$ cat src/rtl/sha256_padder.sv
`default_nettype none
// ============================================================================
// Module      : sha256_padder
// Description : Collects a byte stream into 512-bit SHA-256 message blocks and
//               appends the standard padding (0x80, zero fill, 64-bit
//               big-endian bit length), adding an extra length block when the
//               padding does not fit in the final data block.
// Ports       : clk, rst          - clock, asynchronous active-high reset
//               in_valid/in_ready - byte input handshake
//               in_data, in_last  - message byte and end-of-message marker
//               blk_valid/blk_ready - block output handshake
//               blk_data          - block, byte 0 at [511:504]
//               blk_first         - first block of a message (default IV)
//               blk_last          - final block of a message
// Revision    : 1.0 - initial release
// ============================================================================
module sha256_padder (
   input  logic         clk,
   input  logic         rst,
   input  logic         in_valid,
   output logic         in_ready,
   input  logic [7:0]   in_data,
   input  logic         in_last,
   output logic         blk_valid,
   input  logic         blk_ready,
   output logic [511:0] blk_data,
   output logic         blk_first,
   output logic         blk_last
);

   typedef enum logic [1:0] {
      S_FILL   = 2'd0,
      S_PAD    = 2'd1,
      S_EMIT   = 2'd2,
      S_LENBLK = 2'd3
   } state_t;

   state_t         state_q, state_d;
   logic [6:0]     idx_q, idx_d;
   logic [60:0]    cnt_q, cnt_d;
   logic           first_q, first_d;
   logic           last_q, last_d;
   logic           pend_len_q, pend_len_d;
   logic           pad_at0_q, pad_at0_d;
   logic [511:0]   buf_q, buf_d;
   logic [63:0]    w_len_bits;

   // Bit count wraps modulo 2^64 naturally from the 61-bit byte count.
   assign w_len_bits = {cnt_q, 3'b000};

   always_ff @(posedge clk or posedge rst) begin
      if (rst) begin
         state_q    <= S_FILL;
         idx_q      <= 7'd0;
         cnt_q      <= 61'd0;
         first_q    <= 1'b1;
         last_q     <= 1'b0;
         pend_len_q <= 1'b0;
         pad_at0_q  <= 1'b0;
         buf_q      <= '0;
      end else begin
         state_q    <= state_d;
         idx_q      <= idx_d;
         cnt_q      <= cnt_d;
         first_q    <= first_d;
         last_q     <= last_d;
         pend_len_q <= pend_len_d;
         pad_at0_q  <= pad_at0_d;
         buf_q      <= buf_d;
      end
   end

   always_comb begin
      state_d    = state_q;
      idx_d      = idx_q;
      cnt_d      = cnt_q;
      first_d    = first_q;
      last_d     = last_q;
      pend_len_d = pend_len_q;
      pad_at0_d  = pad_at0_q;
      buf_d      = buf_q;

      case (state_q)
         S_FILL: begin
            if (in_valid) begin
               for (int i = 0; i < 64; i++) begin
                  if (idx_q == 7'(i)) begin
                     buf_d[511 - 8*i -: 8] = in_data;
                  end
               end
               idx_d = idx_q + 7'd1;
               cnt_d = cnt_q + 61'd1;
               if (in_last) begin
                  state_d = S_PAD;
               end else if (idx_q == 7'd63) begin
                  state_d = S_EMIT;
                  last_d  = 1'b0;
               end
            end
         end

         S_PAD: begin
            state_d = S_EMIT;
            if (idx_q[6]) begin
               // Block is full of data: the 0x80 marker moves to the length block.
               last_d     = 1'b0;
               pend_len_d = 1'b1;
               pad_at0_d  = 1'b1;
            end else begin
               // Bytes past idx may hold a previous message's data, so they are
               // explicitly zeroed rather than assumed clear.
               for (int i = 0; i < 64; i++) begin
                  if (idx_q == 7'(i)) begin
                     buf_d[511 - 8*i -: 8] = 8'h80;
                  end else if (7'(i) > idx_q) begin
                     buf_d[511 - 8*i -: 8] = 8'h00;
                  end
               end
               if (idx_q <= 7'd55) begin
                  buf_d[63:0] = w_len_bits;
                  last_d      = 1'b1;
               end else begin
                  last_d     = 1'b0;
                  pend_len_d = 1'b1;
               end
            end
         end

         S_EMIT: begin
            if (blk_ready) begin
               if (pend_len_q) begin
                  pend_len_d = 1'b0;
                  first_d    = 1'b0;
                  state_d    = S_LENBLK;
               end else if (last_q) begin
                  idx_d   = 7'd0;
                  cnt_d   = 61'd0;
                  first_d = 1'b1;
                  state_d = S_FILL;
               end else begin
                  idx_d   = 7'd0;
                  buf_d   = '0;
                  first_d = 1'b0;
                  state_d = S_FILL;
               end
            end
         end

         S_LENBLK: begin
            buf_d          = '0;
            buf_d[511:504] = pad_at0_q ? 8'h80 : 8'h00;
            buf_d[63:0]    = w_len_bits;
            last_d         = 1'b1;
            pad_at0_d      = 1'b0;
            state_d        = S_EMIT;
         end

         default: state_d = S_FILL;
      endcase
   end

   assign in_ready  = (state_q == S_FILL);
   assign blk_valid = (state_q == S_EMIT);
   assign blk_data  = blk_valid ? buf_q : 512'd0;
   assign blk_first = blk_valid & first_q;
   assign blk_last  = blk_valid & last_q;

endmodule
`default_nettype wire

$ cat config.mk
export PLATFORM = sky130hd
export DESIGN_NAME = sha256_padder
export DESIGN_NICKNAME = d
export VERILOG_FILES = /design/src/rtl/sha256_padder.sv
export SDC_FILE = /design/constraint.sdc
export NUM_CORES = 2
export LEC_CHECK = 0
export ABC_CLOCK_PERIOD_IN_PS = 21000
export CORE_MARGIN = 2
export CORE_UTILIZATION = 55
export CTS_BUF_LIST = sky130_fd_sc_hd__clkbuf_2 sky130_fd_sc_hd__clkbuf_4 sky130_fd_sc_hd__clkbuf_8
export DETAILED_ROUTE_END_ITERATION = 7
export GPL_TIMING_DRIVEN = 0
export PLACE_DENSITY = 0.83
export SETUP_SLACK_MARGIN = 0.15
export SLEW_MARGIN = 15
export SYNTH_ARGS = -nofsm -noshare
export SYNTH_HDL_FRONTEND = slang
export SYNTH_SLANG_ARGS = --single-unit
$ cat constraint.sdc
create_clock -name clk -period 21 [get_ports clk]
set_input_delay 2.1 -clock clk [delete_from_list [all_inputs] [get_ports clk]]
set_output_delay 2.1 -clock clk [all_outputs]
set_load 0.02 [all_outputs]
==> implementation parameters <==
Parameter                              Value

Run status
  Run status    finished, violations left
  Failing checks    design-rule violations

CTS
  TritonCTS clock tree    yes
  Number of buffers inserted for hold repair after clock tree synthesis    0
  CTS buffer count    between 90 and 100
  Clock Sink Count    slightly below 600
  Worst-skew pair later-pin latency    0.72 ns
  Post_cts resized    0
  Clock Tree Buf Depth    3
  Post-CTS setup-driven buffer insertion count    0
  Max H-tree Level    3
  CTS root buffer    sky130_fd_sc_hd__clkbuf_8
  Clock-pin slew of the registers on the worst-case setup and hold paths    about 0.060 ns

Timing
  Worst Tran Pin Value    ~1.4 ns
  # setup viols final    0
  Final hold vios    0
  Achievable frequency    roughly 130 MHz
  Setup clock skew after layout    around 0.027 ns
  Unrepaired setup endpoints after global routing    no
  Minimum clock period after layout    around 7.6 ns
  Count of pins over their slew limit    0
  Crit share post-route    a little over a third
  Worst max-slew margin expressed relative to the limit    between 4 and 5%
  Worst hold margin    between 0.4 and 0.5 ns

Worst setup path
  CP dominant cell by count    sky130_fd_sc_hd__clkbuf_1
  Critical path data arrival time    5.50 ns
  Sort of element at the start of the critical path    flop
  Required time of the critical path    18.90 ns
  Start of the worst register-to-register path    idx_q[0]
  Capturing point of the worst reg2reg path    buf_q[457]
  End of the critical path    blk_data[4]
  Crit path max-delay cell type    sky130_fd_sc_hd__clkbuf_1
  Classification of the worst setup path    reg -> out
  CP Max Fanout    10
  Ordered list of cells on the worst path    buf_4 > inv_1 > clkbuf_1 > clkbuf_1 > clkbuf_1 > clkbuf_1 > and3_1 > clkdlybuf4s50_1
  Endpoint kind of the worst setup timing path    output pin
  Critical path startpoint    state_q[0]
  Count of cells along the worst register-to-register path    9
  Stage delay of the slowest cell on the critical path    between 1 and 1.5 ns
  R2r setup slk    ~17 ns

Floorplan
  Full die area    about 55000 sq um
  Area of the core    roughly 52000 sq um
  Die Width    about 230 microns
  Height of the chip    ~230 microns
  Effective utilization at floorplan    a little under three fifths
  IO Pins    529
  Site row count    84

Synth
  Number of nets in the synthesized netlist    around 2.7k
  Proportion of synthesized flip-flops having asynchronous set or reset    100%
  Synthesized instance count    roughly 2.7k
  Primary flip-flop cell chosen by synthesis mapping    sky130_fd_sc_hd__dfrtp_1
  Number of synthesized flops with an enable pin    0
  Most instantiated library cell after synthesis    sky130_fd_sc_hd__dfrtp_1
  Top cells by area, synth    sky130_fd_sc_hd__dfrtp_1, sky130_fd_sc_hd__mux2_2, sky130_fd_sc_hd__and3_1, sky130_fd_sc_hd__a21oi_1, sky130_fd_sc_hd__clkbuf_1
  Post-synthesis area per instance    ~11 sq um
  Cell accounting for the most synthesized area    sky130_fd_sc_hd__dfrtp_1
  Area share of the largest cell type after synthesis    ~50%
  Netlist area before placement    between 20000 and 30000 sq um
  Number of synthesized register bits    just under 600
  Commonest cells in the synthesized netlist    sky130_fd_sc_hd__dfrtp_1, sky130_fd_sc_hd__and3_1, sky130_fd_sc_hd__mux2_2, sky130_fd_sc_hd__clkbuf_1, sky130_fd_sc_hd__a21oi_1
  Number of distinct library cells after synthesis    78
  Yosys warnings    0
  Share of synthesized area occupied by flip-flops and latches    between 50% and 60%

Global route
  Initial antenna violation count    6
  First-pass GRT wire length    174000 microns
  Pin count of the biggest net entering global routing    approximately 120
  Total overflow reported by the global router    0
  GRT Util Overall    a little over two fifths
  Via count of the first global-routing pass    26.3k

Finish
  Number of standard cells in the final layout excluding fillers    4106
  Number of fillers in the final layout    approximately 3.8k
  Final-stage net count    3356
  Proportion of layout cells with a drive suffix above 1    a little over a fifth
  Flip-flop and latch area    roughly 15000 sq um
  Area added between synthesis and finish    29.0%
  Total area of multi-input combinational cells    13200 sq um

Pwr
  Net switching component of the power    around 1.6 mW
  Power Internal    between 2 and 3 mW
  Pwr dens    about 120 nW/um^2
  Switch share    35.9%
  Maximum vdd drop    between 0.08 and 0.09 mV
  Sequential share of power    about two fifths
  Share of total power in combinational logic    35.1%
  Static leakage power    roughly 17 nW
  Relative contribution of the clock network to total power    between 20% and 30%

Routing
  Final ANT Viol Nets    0
  Top layer reached by signal wires    met4
  Detailed router's first-iteration violation count    about 3.1k
  Sum of routed wire length over all layers    about 120000 microns
  Wire length on met1    between 40000 and 50000 microns
  Met3 WL post-DR    13400 microns
  Count of vias placed by the detailed router    26.9k
  Number of optimization iterations in the first detailed-route pass    8
  Total met2 wirelength after detailed routing    between 50000 and 60000 microns
  Vias per Instance    around 6.6
  # DRC    7
  DR WL/cell    a little under 30 microns

Place
  Half-perimeter wire length after detailed placement    a little under 90000 microns
  Number of I/O port buffers    between 500 and 600
  Cell count after placement    about 3.9k
  Gpl congestion    roughly 1.0

Min path
  Hold_sp    first_q
  HP Class    reg -> reg

Flow run
  Maxcap violations    0
==> worst min-delay path by stage <==
| stage | to | slack, ns | cells past startpoint |
|---|---|---|---|
| floorplan | first_q | 0.44 | 2 |
| global placement | first_q | 0.45 | 2 |
| detailed placement | first_q | 0.46 | 2 |
| CTS | first_q | 0.47 | 2 |
| global route | first_q | 0.47 | 2 |
| finish | first_q | 0.47 | 2 |
==> per-layer routing <==
layer / vias to the layer above / GRT usage, %
li1: 11000 / -
met3: 405 / 11.4
met2: 1924 / 66.0
met5: - / 0
met4: 0 / 23.0
met1: 13600 / 58.8
==> stage by stage <==
| stage | util (%) | setup TNS (ns) | setup slack [ns] | total power, mW | area (sq um) |
|---|---|---|---|---|---|
| CTS | 71.5 | 0 | 13.65 | 4.35 | 37500 |
| global placement | 67.1 | -1756.26 | -3.08 | 3.21 | 35200 |
| floorplan | - | 0 | 2.50 | 2.60 | 29100 |
| detailed placement | 67.4 | 0 | 14.41 | 3.27 | 35400 |
| global route | 71.5 | 0 | 13.52 | 4.54 | 37500 |
| finish | 71.5 | 0 | 13.40 | 4.40 | 37500 |
==> cell usage in the layout, fill, tap and decap left out, drive strengths merged, types with 4 or more instances in the layout <==
cell,synthesis,final
or4,11,11
inv,26,29
or3,23,23
buf,56,62
nand4,41,41
clkbuf,207,367
xor2,24,24
xnor2,12,12
o211ai,12,12
o21ai,83,83
a31oi,37,37
nor2b,10,10
and3b,5,5
nand2,84,84
nor3,16,16
nand3,39,39
nor3b,5,5
clkinv,1,11
dfrtp,585,585
nor2,145,145
a21o,4,4
mux2,423,423
and3,523,523
clkdlybuf4s50,0,528
a21oi,227,227
and2,18,18
ha,5,5
o31ai,9,9
a221oi,9,9
o21a,7,7
nor4,7,7
or2,6,6
==> cell type report <==
class / count / share of cell area [%]
inverter: 27 / 0.290
clock inverter: 14 / 0.320
clock buffer: 160 / 5.32
tap: 688 / 2.30
sequential: 586 / 39.1
multi-input combinational: 1831 / 35.3
timing repair buffer: 534 / 14.5
antenna: 3 / 0.0200
buffer: 263 / 2.84
==> state kept, by name, summed over array words and instances (netlist names) <==
name / cells
first_q: 1
cnt_q: 61
last_q: 1
pend_len_q: 1
state_q: 2
idx_q: 7
pad_at0_q: 1
buf_q: 512
==> power by group through the flow <==
stage | sequential [mW] | combinational, mW | clock [mW]
floorplan | 1.68 | 0.917 | 0
CTS | 1.75 | 1.51 | 1.08
detailed placement | 1.77 | 1.50 | 0
finish | 1.77 | 1.54 | 1.09
global placement | 1.75 | 1.46 | 0
global route | 1.80 | 1.60 | 1.14
==> worst max-delay path, delay by kind of cell (launching register included) <==
family / cells / cell delay (ns)
buf+inv: 7 / 4.04
flops: 1 / 0.38
simple gates: 1 / 0.34
==> cell families after synthesis <==
group,Yosys count,synth area share [%]
fa+ha+maj,5,0.215
buf+inv,290,4.00
mux,426,16.5
flops,586,50.5
compound gates,415,8.76
xor+xnor,36,1.08
simple gates,949,19.0
No activity file was read; power rests on OpenSTA's default activity.
